$ cat src/rtl/shift_engine_pkg.sv
// shift_engine_pkg: state encoding and clog2 helper shared by the shift engine files
package shift_engine_pkg;
  localparam logic [1:0] ST_IDLE  = 2'd0;
  localparam logic [1:0] ST_SHIFT = 2'd1;
  localparam logic [1:0] ST_DONE  = 2'd2;
  typedef enum logic [1:0] {S_IDLE = ST_IDLE, S_SHIFT = ST_SHIFT, S_DONE = ST_DONE} state_e;
  function automatic int clog2(input int v);
    int r;
    r = 0;
    while ((1 << r) < v) r++;
    return r;
  endfunction
endpackage

$ cat src/rtl/shift_engine_slice.sv
// shift_engine_slice: one register bit, choosing parallel load or shift-in, with clock enable
module shift_engine_slice #(
  parameter logic RST_BIT = 1'b0
) (
  input  logic clk,
  input  logic resetn,
  input  logic en,
  input  logic ld,
  input  logic ld_bit,
  input  logic sh_bit,
  output logic q
);
  logic q_d, q_q;
  always_comb q_d = ld ? ld_bit : sh_bit;
  always_ff @(posedge clk or negedge resetn)
    if (!resetn) q_q <= RST_BIT;
    else if (en) q_q <= q_d;
  assign q = q_q;
endmodule

$ cat src/rtl/shift_engine_param.sv
// shift_engine_param: parametrised full-duplex MSB-first shift engine with start/done handshake
// Optional parity output enabled by defining SHIFT_ENGINE_PARITY_EN.
module shift_engine_param
  import shift_engine_pkg::*;
#(
  parameter int              WIDTH       = 14,
  parameter int              SHIFT_COUNT = WIDTH,
  parameter logic [WIDTH-1:0] RESET_VALUE = '0
) (
  input  logic             clk,
  input  logic             resetn,
  input  logic             enable,
  input  logic             start,
  input  logic [WIDTH-1:0] load_data,
  input  logic             serial_in,
  output logic             serial_out,
  output logic [WIDTH-1:0] q,
  output logic             busy,
  output logic             done
`ifdef SHIFT_ENGINE_PARITY_EN
  ,
  output logic             parity
`endif
);
  localparam int CW = clog2(WIDTH + 1);
  state_e state_q, state_d;
  logic [CW-1:0] count_q, count_d;
  logic [WIDTH-1:0] sh_in;
  logic ld, sh, last, en;
  assign sh_in = {q[WIDTH-2:0], serial_in};
  always_comb begin
    ld      = (state_q != S_SHIFT) && start;
    sh      = state_q == S_SHIFT;
    last    = sh && (count_q == CW'(SHIFT_COUNT - 1));
    en      = enable && (ld || sh);
    state_d = ld ? S_SHIFT : last ? S_DONE : sh ? S_SHIFT : S_IDLE;
    count_d = (ld || last) ? '0 : sh ? count_q + CW'(1) : count_q;
  end
  always_ff @(posedge clk or negedge resetn)
    if (!resetn) begin
      state_q <= S_IDLE;
      count_q <= '0;
    end else if (enable) begin
      state_q <= state_d;
      count_q <= count_d;
    end
  for (genvar i = 0; i < WIDTH; i++) begin : g_slice
    shift_engine_slice #(.RST_BIT(RESET_VALUE[i])) u_slice (
      .clk   (clk),
      .resetn(resetn),
      .en    (en),
      .ld    (ld),
      .ld_bit(load_data[i]),
      .sh_bit(sh_in[i]),
      .q     (q[i])
    );
  end
  assign serial_out = q[WIDTH-1];
  assign busy       = state_q == S_SHIFT;
  assign done       = state_q == S_DONE;
`ifdef SHIFT_ENGINE_PARITY_EN
  // sh_in is exactly the word that enters DONE on the last shift edge
  logic parity_q, parity_d;
  always_comb parity_d = last ? ^sh_in : parity_q;
  always_ff @(posedge clk or negedge resetn)
    if (!resetn) parity_q <= 1'b0;
    else if (enable) parity_q <= parity_d;
  assign parity = parity_q;
`endif
endmodule

$ cat config.mk
export PLATFORM = sky130hd
export DESIGN_NAME = shift_engine_param
export DESIGN_NICKNAME = d
export VERILOG_FILES = /design/src/rtl/shift_engine_pkg.sv /design/src/rtl/shift_engine_slice.sv /design/src/rtl/shift_engine_param.sv
export SDC_FILE = /design/constraint.sdc
export NUM_CORES = 1
export LEC_CHECK = 0
export ABC_CLOCK_PERIOD_IN_PS = 1500
export CAP_MARGIN = 20
export CELL_PAD_IN_SITES_DETAIL_PLACEMENT = 0
export CELL_PAD_IN_SITES_GLOBAL_PLACEMENT = 1
export CORE_AREA = 2 2 63 65
export DETAILED_ROUTE_END_ITERATION = 10
export DIE_AREA = 0 0 65 67
export PLACE_DENSITY_LB_ADDON = 0.1
export SLEW_MARGIN = 30
export SYNTH_ARGS = -nofsm -noshare
export SYNTH_HDL_FRONTEND = slang
export SYNTH_SLANG_ARGS = --single-unit
$ cat constraint.sdc
create_clock -name clk -period 1.5 [get_ports clk]
set_input_delay 0.45 -clock clk [delete_from_list [all_inputs] [get_ports clk]]
set_output_delay 0.45 -clock clk [all_outputs]
set_load 0.01 [all_outputs]
==> flow_metrics.py <==
metrics = {
    "routing": {
        "vias_per_cell": 4.822,
        "post_drt_wl_per_cell_um": 13.85,
        "drt_pass1_iterations": 4,
        "drt_iter0_drc": 16,
        "drcViolationCount": 0,
        "ant_nets": 0,
        "vias": 921,
        "wl_um": 2645,
    },
    "clock_network": {
        "tritoncts": "done",
        "clk_path_buf_depth": 2,
        "cts_max_level": 1,
        "path_clk_slew_ns": 0.08,
        "cts_root_buffer": "clkbuf_8",
        "cts_sinks": 20,
        "clk_latency_ns": 0.26,
        "cts_made_buffers": 3,
        "holdBufCountCts": 0,
    },
    "critical_path": {
        "worstSetupEndpointType": "primary output",
        "crit_arrival_ns": 1.02,
        "crit_path_top_delay_cell": "dfrtp_1",
        "crit_type": "flop to primary output",
        "startpoint_type": "flop",
        "cp.required_ns": 1.05,
        "regToRegSetupSlack_ns": 0.08,
        "crit_path_frequent_cell": "buf_6",
        "crit_buf_inv": 3,
        "crit_fanout": 2,
        "path_cells": "buf_6 > nand2b_4 > inv_6 > buf_6",
        "max_stage_delay_ns": 0.41,
        "crit_family": "flip-flops",
    },
    "global_route": {
        "grt_util_met3_pct": 2.196,
        "use_met1_pct": 17.92,
        "grt_max_degree": 21,
        "grt_use_total_pct": 13.76,
        "top_usage_layer": "met2",
        "grt_pass1_wl_um": 4664,
        "overflow": 0,
        "met2_usage_pct": 23.84,
        "grt_pass1_vias": 994,
        "antenna_found_initial": 0,
    },
    "pwr": {
        "leakage_nw": 0.7220,
        "power_per_cell_area_nw_per_um2": 1647,
        "ir_worst_vdd_v": 0.0006284,
        "power_mw": 2.749,
    },
    "logic_synthesis": {
        "synth_edf_count": 0,
        "syn_area_um2": 1276,
        "synth-xor-area-share_pct": 0,
        "synth-simple-area-share_pct": 12.55,
        "yosysWarnings": 0,
        "synth_mux_area_share_pct": 12.75,
        "synth_seq_cells": 20,
        "synthesis.nets": 132,
        "synth_top_family_by_area": "compound AO/OA/AOI/OAI gates",
        "synthAdderAreaFrac_pct": 1.961,
        "synth_cell_types": 31,
        "synthCells": 111,
        "synthArstFlopShare_pct": 100.0,
        "synth_compound_area_share_pct": 18.24,
        "postSynthAreaPerCell_um2": 11.50,
        "ys_seq_area_share_pct": 39.22,
        "ys.flop_type": "dfrtp_1",
    },
    "placement": {
        "io_buffers": 35,
        "dp.cells": 186,
        "dpl.hpwl_um": 1946,
        "gp_congestion": 0.7525,
    },
    "cells_and_area": {
        "num-nets-final": 165,
        "drive_gt1_share_pct": 23.08,
        "fillers": 370,
        "n_antenna_cell": 0,
        "area_growth_pct": 30.78,
        "fin_cells": 191,
    },
    "timing": {
        "fin_crit_ns": 1.471,
        "hold_viol": 0,
        "slew-limit-headroom_pct": 82.07,
        "tightest_slew_ns": 0.2689,
        "fmax_mhz": 679.9,
        "rsz0062_at_grt": "true",
        "setup_violations": 0,
        "min_period_over_period_pct": 98.06,
        "report.final.slew_viol_count": 0,
        "fin_skew_ns": 0.005149,
    },
    "floorplanning": {
        "dieArea_um2": 4355,
        "die_y_um": 67,
        "core-area_um2": 3606,
        "rows": 22,
        "io-pin-count": 36,
        "die_x_um": 65,
        "start_util_pct": 35.39,
    },
    "status": {
        "status": "complete, no violations",
    },
    "flow_run": {
        "cap_violations": 0,
    },
    "worst_hold_path": {
        "min_path_type": "flop to flop",
    },
}
==> layout make-up <==
| class | instances | area, µm² | area share (%) |
|---|---|---|---|
| tap | 48 | 60.06 | 3.598 |
| inverter | 5 | 23.77 | 1.424 |
| multi-input combinational | 65 | 586.8 | 35.16 |
| clock buffer | 4 | 55.05 | 3.298 |
| sequential | 20 | 500.5 | 29.99 |
| timing repair buffer | 49 | 442.9 | 26.54 |
==> report_power, final <==
group	switching (mW)	total (mW)	internal (mW)
clock	0.180	0.414	0.234
combinational	0.563	1.33	0.769
sequential	0.229	1.00	0.774
total	0.972	2.75	1.78
==> registers in the layout, indices dropped and copies added (netlist names) <==
| register | count |
|---|---|
| count_q | 4 |
| state_q | 2 |
| g_slice.u_slice.q | 14 |
==> kinds of logic (layout without fill, tap and decap cells) <==
| group | Yosys count | in the layout |
|---|---|---|
| compound gates | 23 | 23 |
| fa+ha+maj | 2 | 2 |
| buf+inv | 26 | 58 |
| flops | 20 | 20 |
| mux | 15 | 15 |
| simple gates | 25 | 25 |
==> cells in the mapped netlist (2+ instances only) <==
library cell / n / area [µm²]
a21oi_1: 3 / 15.01
a2bb2oi_1: 8 / 70.07
a2bb2oi_2: 6 / 90.09
buf_4: 15 / 112.6
clkbuf_1: 2 / 7.510
dfrtp_1: 20 / 500.5
ha_1: 2 / 25.02
inv_1: 4 / 15.01
mux2i_1: 14 / 140.1
nand2b_1: 12 / 75.07
nand3_1: 3 / 15.01
o22ai_2: 2 / 25.02
or2b_1: 2 / 15.01
==> cell usage in the layout, fill, tap and decap left out <==
| cell | n |
|---|---|
| ha_1 | 2 |
| a21o_1 | 1 |
| a2bb2oi_2 | 7 |
| or2b_1 | 2 |
| nand2b_1 | 12 |
| or4_1 | 1 |
| clkdlybuf4s50_1 | 17 |
| o211ai_2 | 1 |
| a2bb2oi_1 | 7 |
| a21oi_1 | 3 |
| o21a_1 | 1 |
| dlymetal6s2s_1 | 1 |
| nor2_1 | 1 |
| nand4_1 | 1 |
| o22ai_2 | 2 |
| mux2i_4 | 1 |
| nor2b_1 | 1 |
| mux2i_1 | 14 |
| nand2b_4 | 1 |
| nor3_1 | 1 |
| clkbuf_2 | 1 |
| buf_4 | 12 |
| dlygate4sd2_1 | 15 |
| inv_6 | 1 |
| dfrtp_1 | 20 |
| clkbuf_8 | 4 |
| and3b_1 | 1 |
| nand3_1 | 3 |
| o21ai_0 | 1 |
| buf_6 | 3 |
| nand2_1 | 1 |
| inv_1 | 4 |
==> metrics by stage <==
| step | hold WS (ns) | worst slack (ns) | TNS [ns] | area, µm² | utilization, % |
|---|---|---|---|---|---|
| 2_1_floorplan | 0.1544 | 0.1619 | 0 | 1276 | - |
| 3_3_place_gp | 0.4763 | -0.2016 | -3.153 | 1613 | 44.73 |
| 3_5_place_dp | 0.4870 | -0.2296 | -3.476 | 1613 | 44.73 |
| 4_1_cts | 0.5047 | 0.009080 | 0 | 1655 | 45.91 |
| 5_1_grt | 0.5260 | -0.007774 | -0.007774 | 1669 | 46.29 |
| 6_report | 0.5110 | 0.02910 | 0 | 1669 | 46.29 |
==> timing repair <==
action	4_1_cts	5_1_grt
endpoints found under the setup margin	17	4
buffers inserted	1	0
resized for setup	22	5
==> layer usage <==
layer	vias up	wire length, µm
met1	452	1188
met2	22	1326
li1	443	-
met4	0	23
met3	4	107
met5	-	0
==> worst paths after layout <==
check | start | to | cells after the start
min reg2reg | state_q[1] | state_q[1] | 1
min | state_q[1] | state_q[1] | 1
min in group asynchronous | resetn | count_q[0] | 2
max | state_q[0] | busy | 4
max reg2reg | state_q[0] | count_q[3] | 5
max in group asynchronous | resetn | g_slice[11].u_slice.q | 2
Note: power is estimated with default switching activity, not from simulation.
